File: config.mk
export PLATFORM = sky130hd
export DESIGN_NAME = outport_uart_tx
export DESIGN_NICKNAME = d
export VERILOG_FILES = /design/src/rtl/outport_uart_tx_pkg.sv /design/src/rtl/outport_uart_tx_fifo.sv /design/src/rtl/outport_uart_tx.sv
export SDC_FILE = /design/constraint.sdc
export NUM_CORES = 1
export LEC_CHECK = 0
export CAP_MARGIN = 15
export CORE_UTILIZATION = 45
export DETAILED_ROUTE_END_ITERATION = 7
export PLACE_DENSITY = 0.64
export SLEW_MARGIN = 15
export SYNTH_ARGS = -nofsm -noshare
export SYNTH_HDL_FRONTEND = slang
export SYNTH_HIERARCHICAL = 1
export SYNTH_SLANG_ARGS = --single-unit
File: constraint.sdc
create_clock -name clock -period 3.7 [get_ports clock]
set_input_delay 0.74 -clock clock [delete_from_list [all_inputs] [get_ports clock]]
set_output_delay 0.74 -clock clock [all_outputs]
set_load 0.005 [all_outputs]
File: src/rtl/outport_uart_tx_pkg.sv
// Shared types and defaults for the CPU output-port UART path.
package cpu_io_pkg;

  typedef enum logic [1:0] {IDLE, START, DATA, STOP} tx_state_t;

  localparam int DEFAULT_CLKS_PER_BIT = 4;
  localparam int DEFAULT_DEPTH        = 4;

  function automatic int bytes_per_word(input int width);
    return width / 8;
  endfunction

endpackage

File: src/rtl/outport_uart_tx_fifo.sv
// Show-ahead word FIFO between the CPU outport and the UART serialiser.
module outport_fifo import cpu_io_pkg::*; #(
  parameter int n     = 32,
  parameter int DEPTH = DEFAULT_DEPTH
) (
  input  logic         clock,
  input  logic         reset,
  input  logic         push,
  input  logic         pop,
  input  logic [n-1:0] din,
  output logic [n-1:0] dout,
  output logic         full,
  output logic         empty
);

  localparam int AW = $clog2(DEPTH);
  localparam int CW = AW + 1;

  logic [n-1:0]  mem [DEPTH];
  logic [AW-1:0] wr_ptr_reg, rd_ptr_reg;
  logic [CW-1:0] count_reg, count_next;
  logic          full_reg, empty_reg;
  logic          push_ok, pop_ok;

  // A write against a full FIFO is refused even if a pop frees a slot on the same edge.
  assign push_ok = push & ~full_reg;
  assign pop_ok  = pop & ~empty_reg;

  always_comb begin
    count_next = count_reg;
    case ({push_ok, pop_ok})
      2'b10:   count_next = count_reg + 1'b1;
      2'b01:   count_next = count_reg - 1'b1;
      default: count_next = count_reg;
    endcase
  end

  always_ff @(posedge clock or negedge reset) begin
    if (!reset) begin
      wr_ptr_reg <= '0;
      rd_ptr_reg <= '0;
      count_reg  <= '0;
      full_reg   <= 1'b0;
      empty_reg  <= 1'b1;
    end else begin
      if (push_ok) wr_ptr_reg <= wr_ptr_reg + 1'b1;
      if (pop_ok)  rd_ptr_reg <= rd_ptr_reg + 1'b1;
      count_reg <= count_next;
      full_reg  <= (count_next == CW'(DEPTH));
      empty_reg <= (count_next == '0);
    end
  end

  always_ff @(posedge clock) begin
    if (push_ok) mem[wr_ptr_reg] <= din;
  end

  assign dout  = mem[rd_ptr_reg];
  assign full  = full_reg;
  assign empty = empty_reg;

endmodule

File: src/rtl/outport_uart_tx.sv
// Buffers CPU outport words and sends them LSB-byte-first as UART 8N1 frames on tx.
module outport_uart_tx import cpu_io_pkg::*; #(
  parameter int n            = 32,
  parameter int DEPTH        = DEFAULT_DEPTH,
  parameter int CLKS_PER_BIT = DEFAULT_CLKS_PER_BIT
) (
  input  logic         clock,
  input  logic         reset,
  input  logic [n-1:0] outport,
  input  logic         outport_we,
  output logic         tx,
  output logic         full,
  output logic         busy,
  output logic [7:0]   overflow_cnt
);

  localparam int BYTES  = bytes_per_word(n);
  localparam int BAUD_W = $clog2(CLKS_PER_BIT);
  localparam int BIDX_W = (BYTES > 1) ? $clog2(BYTES) : 1;

  tx_state_t         state_reg;
  logic [n-1:0]      word_reg;
  logic [BIDX_W-1:0] byte_idx_reg;
  logic [2:0]        bit_cnt_reg;
  logic [BAUD_W-1:0] baud_reg;
  logic              tx_reg;
  logic [7:0]        ovf_reg;

  logic [n-1:0]      fifo_dout;
  logic              fifo_full, fifo_empty, fifo_pop;
  logic              baud_done, last_byte;

  outport_fifo #(.n(n), .DEPTH(DEPTH)) u_fifo (
    .clock (clock),
    .reset (reset),
    .push  (outport_we),
    .pop   (fifo_pop),
    .din   (outport),
    .dout  (fifo_dout),
    .full  (fifo_full),
    .empty (fifo_empty)
  );

  always_comb begin
    baud_done = (baud_reg == BAUD_W'(CLKS_PER_BIT - 1));
    last_byte = (byte_idx_reg == BIDX_W'(BYTES - 1));
    fifo_pop  = 1'b0;
    // Pop from IDLE, or straight out of the last STOP bit so words chain without a gap.
    if (state_reg == IDLE)
      fifo_pop = ~fifo_empty;
    else if (state_reg == STOP && baud_done && last_byte)
      fifo_pop = ~fifo_empty;
  end

  // word_reg shifts right per data bit, so the bit on the line is always word_reg[0].
  always_ff @(posedge clock or negedge reset) begin
    if (!reset) begin
      state_reg    <= IDLE;
      word_reg     <= '0;
      byte_idx_reg <= '0;
      bit_cnt_reg  <= '0;
      baud_reg     <= '0;
      tx_reg       <= 1'b1;
    end else begin
      baud_reg <= baud_done ? '0 : baud_reg + 1'b1;
      case (state_reg)
        IDLE: begin
          baud_reg <= '0;
          tx_reg   <= 1'b1;
          if (fifo_pop) begin
            word_reg     <= fifo_dout;
            byte_idx_reg <= '0;
            bit_cnt_reg  <= '0;
            tx_reg       <= 1'b0;
            state_reg    <= START;
          end
        end
        START: begin
          if (baud_done) begin
            bit_cnt_reg <= '0;
            tx_reg      <= word_reg[0];
            state_reg   <= DATA;
          end
        end
        DATA: begin
          if (baud_done) begin
            word_reg <= word_reg >> 1;
            if (bit_cnt_reg == 3'd7) begin
              tx_reg    <= 1'b1;
              state_reg <= STOP;
            end else begin
              bit_cnt_reg <= bit_cnt_reg + 1'b1;
              tx_reg      <= word_reg[1];
            end
          end
        end
        STOP: begin
          if (baud_done) begin
            if (!last_byte) begin
              byte_idx_reg <= byte_idx_reg + 1'b1;
              tx_reg       <= 1'b0;
              state_reg    <= START;
            end else if (fifo_pop) begin
              word_reg     <= fifo_dout;
              byte_idx_reg <= '0;
              bit_cnt_reg  <= '0;
              tx_reg       <= 1'b0;
              state_reg    <= START;
            end else begin
              tx_reg    <= 1'b1;
              state_reg <= IDLE;
            end
          end
        end
        default: begin
          tx_reg    <= 1'b1;
          state_reg <= IDLE;
        end
      endcase
    end
  end

  always_ff @(posedge clock or negedge reset) begin
    if (!reset)
      ovf_reg <= '0;
    else if (outport_we && fifo_full && ovf_reg != 8'hFF)
      ovf_reg <= ovf_reg + 1'b1;
  end

  assign tx           = tx_reg;
  assign full         = fifo_full;
  assign busy         = (state_reg != IDLE) | ~fifo_empty;
  assign overflow_cnt = ovf_reg;

endmodule

# Word level (Yosys, flattened, before mapping)

Memory sizes are Yosys's and may differ from the RTL's.
Index checks and enable logic that the tools add are counted.

Memories: 1
Memory bits (writable): 128
Output and inout port bits: 11
Bits in registers: 59

Equal/unequal tests: 17
Bitwise gates (word level): 5
Add/sub/neg operators: 8
Reduce and logical (&&, ||, !) cells: 14
Muxes and demuxes: 38

Memory list:

| name       | words | bits a word | rd ports | clocked after Yosys merged registers in | write ports | RTL line                   | text |
|---|---|---|---|---|---|---|---|
| u_fifo.mem | 4     | 32          | 1        | 0                                       | 1           | outport_uart_tx_fifo.sv:19 | `logic [n-1:0] mem [DEPTH];` |

Operator list:

| kind                                                | count |
|---|---|
| 2-to-1 mux 32 bit                                   | 4 |
| case mux 32 bit (3 select lines)                    | 1 |
| 2-to-1 mux 2 bit                                    | 10 |
| 2-to-1 mux 3 bit                                    | 6 |
| 2-to-1 mux 1 bit                                    | 12 |
| inequality test 2 bit, second input constant        | 6 |
| case mux 3 bit (4 select lines)                     | 1 |
| equality test 2 bit, second input constant          | 5 |
| AND reduction 5 bit                                 | 2 |
| adder 2 x 1 -> 2 bit, second input constant         | 4 |
| adder 8 x 1 -> 8 bit, second input constant         | 1 |
| inequality test 8 bit, second input constant        | 1 |
| case mux 2 bit (4 select lines)                     | 1 |
| adder 3 x 1 -> 3 bit, second input constant         | 2 |
| equality test 3 bit, second input constant          | 2 |
| case mux 3 bit (2 select lines)                     | 1 |
| equality test 2 x 1 -> 1 bit, second input constant | 2 |
| logical AND 1 bit                                   | 4 |
| case mux 1 bit (4 select lines)                     | 1 |
| case mux 2 bit (2 select lines)                     | 1 |
| AND reduction 4 bit                                 | 1 |
| nonzero test 2 bit                                  | 2 |
| logical NOT 3 bit                                   | 1 |
| AND reduction 3 bit                                 | 1 |
| other kinds (8)                                     | 10 |

# Logic depth before layout (Yosys ltp)

Depth after elaboration: 9
Depth in mapped cells: 13
Mapped depth without buffers: 12

# Hierarchy

Netlist, hierarchy kept.

Modules (own cells, without submodules):

| module          | instances | seq. area each (µm²) | cells each | area each (µm²) |
|---|---|---|---|---|
| outport_fifo    | 1         | 4070.2               | 215        | 5163.7 |
| outport_uart_tx | 1         | 1252.5               | 296        | 2791.4 |

# Worst setup path after synthesis

OpenSTA, ideal clock, no wires.

Kind: flip-flop to flip-flop
From: register state_reg[0]
To: register u_fifo.empty_reg (netlist: u_fifo/empty)
Period minus slack after synthesis: 2893 ps
Cell stages (with the launch flop): 14
Buffers on the path: 1
Slack: 807 ps
Data required time: 3621 ps
Library setup time: 79 ps
Arrival: 2814 ps
Cells stage by stage: dfrtp_1 > inv_1 > ha_1 > a31oi_2 > or2_4 > inv_4 > buf_4 > nor2b_1 > ha_1 > inv_1 > fa_1 > xor2_1 > or3_1 > o211a_1

Cells in the longest elaborated chain, start to end: 9
Elaborated cells between the ends (all ways): 11
Those cells by class: eq/ne: 3; mux: 3; bitwise: 1; reduce/logical: 4

RTL lines:

| element                                                                    | RTL line                   | text |
|---|---|---|
| start, declared                                                            | outport_uart_tx.sv:21      | `tx_state_t state_reg;` |
| start signal, assigned                                                     | outport_uart_tx.sv:58      | `state_reg <= IDLE;` |
| start signal, assigned                                                     | outport_uart_tx.sv:75      | `state_reg <= START;` |
| start signal, assigned                                                     | outport_uart_tx.sv:82      | `state_reg <= DATA;` |
| equality test 2 bit                                                        | outport_uart_tx.sv:51      | `else if (state_reg == STOP && baud_done && last_byte)` |
| logical AND 1 bit (2 in a row)                                             | outport_uart_tx.sv:51      |  |
| 2-to-1 mux 1 bit                                                           | outport_uart_tx.sv:51      |  |
| 2-to-1 mux 1 bit *                                                         | outport_uart_tx.sv:49      | `if (state_reg == IDLE)` |
| via fifo_pop                                                               | outport_uart_tx.sv:30      | `logic fifo_full, fifo_empty, fifo_pop;` |
| bitwise AND 1 bit *                                                        | outport_uart_tx_fifo.sv:27 | `assign pop_ok = pop & ~empty_reg;` |
| equality test 2 x 1 -> 1 bit / equality test 2 bit (equally long branches) | outport_uart_tx_fifo.sv:31 | `case ({push_ok, pop_ok})` |
| case mux 3 bit (2 select lines) *                                          | outport_uart_tx_fifo.sv:31 |  |
| logical NOT 3 bit *                                                        | outport_uart_tx_fifo.sv:50 | `empty_reg <= (count_next == '0);` |
| end signal, assigned                                                       | outport_uart_tx_fifo.sv:50 |  |
| end, declared                                                              | outport_uart_tx_fifo.sv:22 | `logic full_reg, empty_reg;` |

The timed path passes the listed nets; every way through them passes the cells marked *.
A chain may end at the register's enable or synchronous reset.

# Worst setup path after layout

From: register state_reg[0]
To: register u_fifo.empty_reg (netlist: u_fifo/empty)

Cells in the longest elaborated chain, start to end: 9
Elaborated cells between the ends (all ways): 11
Those cells by class: eq/ne: 3; mux: 3; bitwise: 1; reduce/logical: 4

RTL lines:

| element                                                                    | RTL line |
|---|---|
| equality test 2 bit                                                        | outport_uart_tx.sv:51 |
| logical AND 1 bit (2 in a row)                                             | outport_uart_tx.sv:51 |
| 2-to-1 mux 1 bit                                                           | outport_uart_tx.sv:51 |
| 2-to-1 mux 1 bit *                                                         | outport_uart_tx.sv:49 |
| bitwise AND 1 bit *                                                        | outport_uart_tx_fifo.sv:27 |
| equality test 2 x 1 -> 1 bit / equality test 2 bit (equally long branches) | outport_uart_tx_fifo.sv:31 |
| case mux 3 bit (2 select lines) *                                          | outport_uart_tx_fifo.sv:31 |
| logical NOT 3 bit *                                                        | outport_uart_tx_fifo.sv:50 |

Mark *: on every way between the ends. The rest lies on a longest branch, timed or not.

==> results.txt <==
- Clock Sink Count: between 150 and 200
* Number of different library cells in the post-synthesis netlist: 49
- Across the VDD grid, the largest voltage drop is 0.000319 V.
- Max reg flops: 128
- The synthesized design contains 187 register bits.
- Number of nets in the final layout: just over 600
- For this run, design rule violations remaining after detail routing come to 0.
* Die X: 135 µm
- Number of synthesized flops with an enable pin: about 130
- After clock tree synthesis, the repair step resized 0 gates.
- STA classifies the critical path endpoint as a flip-flop.
- GR Overflow Total: 0
- The floorplan has 48 rows.
* Boundary pin count: 46
* Count of final setup violators: 0
- For this run, the number of Yosys warnings is 6.
* Maximum operating frequency: 327 MHz
- Initial Utilization: 46.0%
* Number of global-route vias before repair: 4607
- The root buffer cell chosen for the clock tree is clkbuf_16.
- Static leakage power: 3.24 nW
- Total routing usage reported by global routing: between 10% and 20%
* Fraction of layout cells with a size suffix above 1: 15.0%
- Required time at the worst-slack endpoint: a little over 4 ns
* Initial DRC count: around 400
- Nature of the critical path startpoint: flip-flop
- The die covers about 18000 µm².
* Clock transition at the registers of the reported paths: around 0.07 ns
* RSZ-0062 raised after global routing: false
* Netlist Area Pre-Place: 7960 µm²
- Detailed Routing Iterations Pass 1: 5
- The hold violation total from the final report is 0.
- Slew at the pin closest to its max-slew limit: 0.823 ns
- Fill cells in the final layout number 1407.
- The region available for standard cell placement spans ~17000 µm².
- Number of pins with negative max-slew slack in the final report: 0
- The sequential cells in the finished layout cover a total of roughly 5300 µm².
* Post-placement setup slack: 0.669 ns
- Dividing total power by cell area gives a power density of 557 nW/µm².
- Hold bufs inserted after CTS: 0
* Average via count per standard cell: roughly 5.7
* DP HPWL: 8730 µm
- Accumulated negative setup slack: 0 ns
* Worst Clk Skew: 0.00827 ns
- Post-Synthesis Mean Instance Area: 15.6 µm²
* Crit-path max FO: 12
* Detailed-route via count: ~4500
- Clock latency at the later pin of the worst-skew pair: 0.43 ns
* Post-synthesis sequential area ratio: 66.9%
- The initial antenna violation count came to 0.
* Outcome: finished, final reports clean
- Fraction of the cycle the final worst path needs: between 80 and 90%
* P&R area growth vs syn: 14.7%
- Area used by multi-input combinational logic: 2360 µm²
- The clock period could shrink to around 3.1 ns.
- Antenna diodes: 0
- Number of max-cap violations: 0
* H-tree depth: 4
- The die is 135 µm tall.
- Routed WL per cell: 18.7 µm
- Asr flop ratio synth: between 30% and 40%
* First-pass GRT wire length: 24300 µm
- Detail Route Antenna Nets: 0
- TritonCTS built the clock tree.
- Entering global routing, the biggest net connects 39 pins.
- Headroom to the max-slew limit came out at 45.1%.
- In the post-route analysis, the smallest setup slack over all paths is 0.644 ns.
* Critical path start-end classification: flip-flop to flip-flop
- Largest buffer count on any clock path: 2
* Most instantiated flip-flop cell in the synthesis netlist: edfxtp_1
- Wires add up to 14800 µm.
- Post-Synthesis Net Count: ~560
* Worst EP arrival: 3.41 ns
- Number of buffers added for setup after CTS: 0
* Min-Delay Path Class: input pin to async pin
- Clock buffer count from CTS: 17
- Number of buffer cells added on primary ports: between 40 and 50
- Gp weighted congestion: 0.801
- Gate Count Post-Synth: 511
layout make-up:
type	count	share of cell area [%]
clock inverters	13	1.41
repair buffers	58	5.95
inverters	16	0.685
well taps	225	3.08
clock buffers	18	4.70
multi-input cells	274	25.8
flip-flops and latches	187	58.3
final timing paths:
check / from / depth (start not counted) / to / slack (ns)
setup reg to reg: state_reg[0]$_DFFE_PN0P_ / 11 / u_fifo/empty$_DFF_PN1_ / 0.64
min in group clock: baud_reg[0]$_DFF_PN0_ / 1 / baud_reg[0]$_DFF_PN0_ / 0.43
max in group asynchronous: reset / 2 / u_fifo/rd_ptr_reg[0]$_DFFE_PN0N_ / 2.48
hold reg to reg: baud_reg[0]$_DFF_PN0_ / 1 / baud_reg[0]$_DFF_PN0_ / 0.43
hold / removal: reset / 1 / word_reg[2]$_DFFE_PN0P_ / 0.34
setup / recovery: state_reg[0]$_DFFE_PN0P_ / 11 / u_fifo/empty$_DFF_PN1_ / 0.64
through the flow:
step,instances,power (W),instance area [µm²],util (%),hold WS [ns]
after floorplan,511,0.00314,7960,-,0.408
after global placement,760,0.00341,8570,49.5,0.418
after detailed placement,760,0.00346,8570,49.5,0.426
after CTS,791,0.00516,9130,52.8,0.350
after global routing,791,0.00532,9130,52.8,0.367
final,791,0.00509,9130,52.8,0.335
routing by layer:
| metal | vias up | track usage, % | wire (µm) |
|---|---|---|---|
| li1 | 2125 | - | - |
| met1 | 2298 | 24.0 | 6780 |
| met2 | 90 | 28.6 | 7400 |
| met3 | 8 | 4.58 | 471 |
| met4 | 0 | 5.18 | 119 |
| met5 | - | 0 | 0 |
worst max-delay path, cell delays in order (launching register included):
cell and delay [ns]:
dfrtp_1 0.42, ha_1 0.41, a31oi_2 0.16, or2_4 0.29, inv_4 0.05, nor2b_1 0.26, ha_1 0.25, inv_1 0.07
fa_1 0.41, xor2_1 0.20, or3_1 0.34, o211a_1 0.13
Yosys cell counts, types with 2 or more instances:
cell | number | share of area [%]
xor2_1 | 3 | 0.33
o22ai_1 | 63 | 5.0
nand4_1 | 3 | 0.24
nand2b_1 | 2 | 0.16
or3_1 | 32 | 2.5
nor3_1 | 3 | 0.19
nor2_1 | 7 | 0.33
mux4_1 | 4 | 1.3
mux4_2 | 28 | 7.9
o21a_1 | 2 | 0.19
buf_4 | 4 | 0.38
clkbuf_1 | 11 | 0.52
nor2b_1 | 5 | 0.39
dfrtp_1 | 57 | 18
buf_12 | 3 | 0.75
ha_1 | 15 | 2.4
nand3_1 | 6 | 0.38
o211ai_1 | 3 | 0.28
buf_2 | 15 | 0.94
dfstp_2 | 2 | 0.66
nand2_1 | 12 | 0.57
edfxtp_1 | 128 | 48
xnor2_1 | 6 | 0.66
a32o_1 | 3 | 0.38
and3_1 | 4 | 0.31
a22o_1 | 4 | 0.44
mux2_2 | 2 | 0.28
and2_1 | 5 | 0.39
a21oi_1 | 38 | 2.4
inv_1 | 14 | 0.66
o21ai_0 | 9 | 0.57
cells in the final DEF, fill, tap and decap left out, types with 2 or more instances in the layout:
cell type | netlist | routed
a21oi_1 | 38 | 38
a22o_1 | 4 | 4
a32o_1 | 3 | 3
and2_1 | 5 | 5
and3_1 | 4 | 4
buf_4 | 4 | 13
clkbuf_16 | 0 | 17
clkdlybuf4s50_1 | 0 | 44
clkinv_8 | 0 | 2
clkinvlp_4 | 0 | 4
dfrtp_1 | 57 | 56
dfstp_2 | 2 | 2
edfxtp_1 | 128 | 128
ha_1 | 15 | 15
inv_1 | 14 | 14
inv_6 | 0 | 4
inv_8 | 0 | 2
mux2_2 | 2 | 2
mux4_1 | 4 | 4
mux4_2 | 28 | 28
nand2_1 | 12 | 12
nand2b_1 | 2 | 2
nand3_1 | 6 | 6
nand4_1 | 3 | 3
nor2_1 | 7 | 7
nor2b_1 | 5 | 5
nor3_1 | 3 | 3
o211ai_1 | 3 | 3
o21a_1 | 2 | 2
o21ai_0 | 9 | 9
o22ai_1 | 63 | 63
or3_1 | 32 | 32
xnor2_1 | 6 | 6
xor2_1 | 3 | 3
cell families after synthesis:
group | Yosys count | synth area share, %
mux | 35 | 9.66
buf+inv | 50 | 3.52
simple gates | 82 | 5.79
fa+ha+maj | 16 | 2.61
flops | 187 | 66.9
xor+xnor | 9 | 0.991
compound gates | 132 | 10.5
report_power, final:
| part | switching [W] | total, W | leakage (nW) | internal, W |
|---|---|---|---|---|
| combinational | 0.000353 | 0.000626 | 1.04 | 0.000273 |
| clock | 0.000812 | 0.00170 | 0.259 | 0.000885 |
| sequential | 0.000136 | 0.00276 | 1.95 | 0.00263 |
| total | 0.00130 | 0.00509 | 3.24 | 0.00379 |
Note: power is estimated with default switching activity, not from simulation.
==> variant 1, RTL diff (same settings) <==
Reset style: synchronous (`reset`), changed in 3 clocked blocks.
--- a/src/rtl/outport_uart_tx_fifo.sv
+++ b/src/rtl/outport_uart_tx_fifo.sv
@@ -37,3 +37,3 @@
 
-  always_ff @(posedge clock or negedge reset) begin
+  always_ff @(posedge clock) begin
     if (!reset) begin
--- a/src/rtl/outport_uart_tx.sv
+++ b/src/rtl/outport_uart_tx.sv
@@ -55,3 +55,3 @@
   // word_reg shifts right per data bit, so the bit on the line is always word_reg[0].
-  always_ff @(posedge clock or negedge reset) begin
+  always_ff @(posedge clock) begin
     if (!reset) begin
@@ -122,3 +122,3 @@
 
-  always_ff @(posedge clock or negedge reset) begin
+  always_ff @(posedge clock) begin
     if (!reset)
Function: differs if reset is asserted again (counterexample within 4 cycles, from zero or initial values and one cycle with reset low); with reset held inactive, the same outputs for 10 cycles.
==> variant 1 against the unedited design <==
Sequential cell count increased by 2; fmax up 7.3%; wire length fell by 12%; design area about the same; setup slack better by 210 ps; area after synthesis decreased by 1.1%.
Power is not compared: it rests on default switching activity, and its combinational part moved more than twofold at a synthesized area within 25%.
==> variant 1: results (changes against the unedited design) <==
headroom to the max-slew limit 0.516 (+0.0657); share of synthesized registers carrying an async set or reset 0 (-0.316); post-synthesis mux area share 0.184 (+0.0877); sequential fraction of design power 0.451; first-pass GRT wire length 21700 um (-11%); non-clock inverter count in the final layout 11 (-5); drt initial violations 259 (-36%); flop2flop setup slack 850 ps (+210 ps); area share of buffers outside the clock network 0.0587 (-0.000839); register bit total from synthesis 189 (+1.1%); slowest library cell on the worst path sky130_fd_sc_hd__fa_1; DP Worst Slack 591 ps (-77.9 ps); count of buffers not belonging to the clock network in the layout 57 (-1.7%); Total Routing Usage GR 0.159 (-0.0193); met2 wire length 6530 um (-12%); placed cell area 8490 um2 (-0.92%); detailed-placement wirelength estimate 7740 um (-11%); worst hold slack 441 ps (+106 ps); fill cell count 1382 (-1.8%); hold crit path type flop to flop; Arrival @ worst endpoint 3200 ps (-210 ps); Max Fanout on Critical Path 9 (-3); final layout net count 609 (+0.66%); Non-Filler Instances 792 (+0.13%); met1 Use GR 0.201 (-0.0387); Post CTS Setup Buffer Count 0 (unchanged); met1 layer wirelength in the final routing 5960 um (-12%); post-synthesis instance total 510 (-0.20%); post-synthesis compound-gate area fraction 0.0347 (-0.0706); GR Layer Usage met3 0.0431 (-0.00271); Mapped Nets 560 (-0.36%); Fin Clk Skew 6.62 ps (-1.65 ps); detailed route wirelength on metal3 406 um (-14%); xor/xnor cell area share of the yosys netlist 0.00779 (-0.00212); number of iterations in the first detailed-routing pass 4 (-1); startpoint of the lowest-slack register-to-register path state_reg[1]$_SDFFE_PN0P_; commonest cells in the synthesized netlist sky130_fd_sc_hd__edfxtp_1, sky130_fd_sc_hd__nand2_1, sky130_fd_sc_hd__dfxtp_1, sky130_fd_sc_hd__mux2i_1, sky130_fd_sc_hd__mux2_2; number of library cell types mapped by synthesis 54 (+10%); largest cells by area after synthesis sky130_fd_sc_hd__edfxtp_1, sky130_fd_sc_hd__dfxtp_1, sky130_fd_sc_hd__mux4_2, sky130_fd_sc_hd__mux2_2, sky130_fd_sc_hd__mux2i_1; clock tree cell share of total cell area 0.0700 (+0.00889); fraction of final layout cells with drive strength greater than 1 0.205 (+0.0544); synthesized-area fraction occupied by adder cells 0.0248 (-0.00131); outcome completed; drt via density 5.30 (-7.2%); sequential fraction of the synthesis area 0.644 (-0.0255); Clock Pin Slew Worst Setup and Hold Paths 70 ps (about the same); final estimated routing congestion in global placement 0.827 (+3.3%); R2R depth 10 (-1); Crit path largest cell delay 440 ps (+20 ps); EDFF count, synth 128 (unchanged); routed wire length per instance 16.4 um (-12%); clock buffers 19 (+1); Seq. cell area 5070 um2 (-4.8%); multi-input gate area in the final layout 2570 um2 (+9.1%); number of global-route vias before repair 4352 (-5.5%)
-- variant 1: changes by cell type in the layout (fill, tap and decap cells not counted), sizes merged, moves of 31 or more --
cell and change:
mux2 +31, nand2 +57, dfrtp -57, dfxtp +61, mux2i +34, o22ai -63
-- variant 1: how the worst max path moves through the flow --
stage	cells after the start	to	slack, ps	startpoint
after floorplan	11	u_fifo/empty$_SDFF_PN1_	1090	state_reg[0]$_SDFFE_PN0P_
after global placement	9	u_fifo/empty$_SDFF_PN1_	640	outport_we
after detailed placement	9	u_fifo/empty$_SDFF_PN1_	590	outport_we
after CTS	10	u_fifo/empty$_SDFF_PN1_	860	state_reg[1]$_SDFFE_PN0P_
after global routing	10	u_fifo/empty$_SDFF_PN1_	590	state_reg[0]$_SDFFE_PN0P_
final	10	u_fifo/empty$_SDFF_PN1_	850	state_reg[1]$_SDFFE_PN0P_
==> variant 2, RTL diff (same settings) <==
Without the edit above. Change the package constant `DEFAULT_DEPTH` from 4 to 8.
--- a/src/rtl/outport_uart_tx_pkg.sv
+++ b/src/rtl/outport_uart_tx_pkg.sv
@@ -6,3 +6,3 @@
   localparam int DEFAULT_CLKS_PER_BIT = 4;
-  localparam int DEFAULT_DEPTH        = 4;
+  localparam int DEFAULT_DEPTH        = 8;
 
Check against the original RTL: not equivalent (a bounded check fails within 10 cycles, from zero or initial values and one cycle with reset low).
==> variant 2 against the unedited design <==
Critical path depth is 3 higher; first-iteration DRC count is 24% higher; global-route usage is 0.22 points higher; die area is 64% higher; combinational power grew to 6.9 times the old value; synthesized cell count is 45% higher; area after synthesis is 65% higher; wire length is 77% higher; count of clock-buffer cells in the layout is 30 higher; design area is 67% higher; setup slack worse by 80 ps; sequential cell count is 131 higher; total power is 150% higher; critical endpoint unchanged; highest routed layer unchanged.
==> variant 2: results (changes against the unedited design) <==
outcome completed; largest cells by area after synthesis sky130_fd_sc_hd__edfxtp_1, sky130_fd_sc_hd__dfrtp_1, sky130_fd_sc_hd__mux4_2, sky130_fd_sc_hd__mux2_2, sky130_fd_sc_hd__o22ai_1; detailed-placement wirelength estimate 15200 um (+74%); launch point of the critical path baud_reg[0]$_DFF_PN0_; area share of buffers outside the clock network 0.0468 (-0.0127); number of flip-flops in the largest register 256 (+100%); multi-input gate area in the final layout 3670 um2 (+56%); R2R depth 14 (+3); DP Worst Slack 382 ps (-287 ps); routed wire length per instance 21.5 um (+15%); sequential fraction of the synthesis area 0.703 (+0.0336); non-clock inverter count in the final layout 13 (-3); Seq. cell area 9250 um2 (+74%); fill cell count 2303 (+64%); EDFF count, synth 256 (+100%); count of buffers not belonging to the clock network in the layout 74 (+28%); final layout net count 854 (+41%); number of global-route vias before repair 7502 (+63%); post-synthesis instance total 740 (+45%); Mapped Nets 789 (+40%); total number of H-tree levels 2 (-2); Crit path largest cell delay 490 ps (+70 ps); largest vdd supply drop 449 uV (+41%); clock tree cell share of total cell area 0.0701 (+0.00900); Total Routing Usage GR 0.180 (+0.00222); headroom to the max-slew limit 0.522 (+0.0714); final routed wirelength across all metal layers 26200 um (+77%); Min Clock Period, post-route 3140 ps (+80.1 ps); commonest cells in the synthesized netlist sky130_fd_sc_hd__edfxtp_1, sky130_fd_sc_hd__mux4_2, sky130_fd_sc_hd__dfrtp_1, sky130_fd_sc_hd__o22ai_1; Pleak 5.09 nW (+57%); Fin Clk Skew 20.0 ps (+11.7 ps); placed instance count 1152 (+52%); slowest library cell on the worst path sky130_fd_sc_hd__ha_1; flop2flop setup slack 560 ps (-80 ps); flip-flop and latch share of the layout cell area 0.607 (+0.0237); share of synthesized registers carrying an async set or reset 0.195 (-0.121); post-synthesis compound-gate area fraction 0.0670 (-0.0382); xor/xnor cell area share of the yosys netlist 0.00733 (-0.00258); Arrival @ worst endpoint 3560 ps (+150 ps); worst hold slack 275 ps (-60.2 ps); number of library cell types mapped by synthesis 60 (+22%); Max Fanout on Critical Path 14 (+2); synthesized-area fraction occupied by adder cells 0.0133 (-0.0128); clock buffers 48 (+30); register bit total from synthesis 318 (+70%); fraction of final layout cells with drive strength greater than 1 0.247 (+0.0965); placed cell area 14200 um2 (+65%); Post-Syn Area per Cell 17.8 um2 (+14%); source-to-sink clock delay at the later pin of the worst-skew pair 510 ps (+80 ps); number of multi-input combinational cells 363 (+32%); drt initial violations 506 (+24%); number of buffers created by CTS 35 (+18); family of cells with the greatest summed delay on the critical path simple AND/OR/NAND/NOR gates; Switch Pwr 4.03 mW (+210%); via count 7083 (+57%); clock tree buffer depth 3 (+1); final estimated routing congestion in global placement 0.737 (-7.9%); pin count of the biggest net entering global routing 41 (+5.1%); Final TNS setup 0 ps (unchanged)
variant 2: how the worst min path moves through the flow:
| stage | end |
|---|---|
| CTS | u_fifo/rd_ptr_reg[2]$_DFFE_PN0P_ |
| global route | u_fifo/rd_ptr_reg[2]$_DFFE_PN0P_ |
| detailed placement | baud_reg[0]$_DFF_PN0_ |
| floorplan | baud_reg[0]$_DFF_PN0_ |
| global placement | baud_reg[0]$_DFF_PN0_ |
| finish | overflow_cnt[0]$_DFFE_PN0P_ |
variant 2: metal layers:
| metal | GRT usage | share of wire |
|---|---|---|
| met1 | 0.245 | 0.43 |
| met2 | 0.297 | 0.49 |
| met3 | 0.0312 | 0.051 |
| met4 | 0.0605 | 0.021 |
| met5 | 0 | 0 |
variant 2: power groups by stage:
stage	Clock [mW]	Combinational (mW)	Sequential, mW
after floorplan	0	3.36	5.03
after global placement	0	4.19	5.20
after detailed placement	0	4.31	5.26
after CTS	3.28	4.33	5.19
after global routing	3.42	4.67	5.28
final	3.20	4.30	5.19
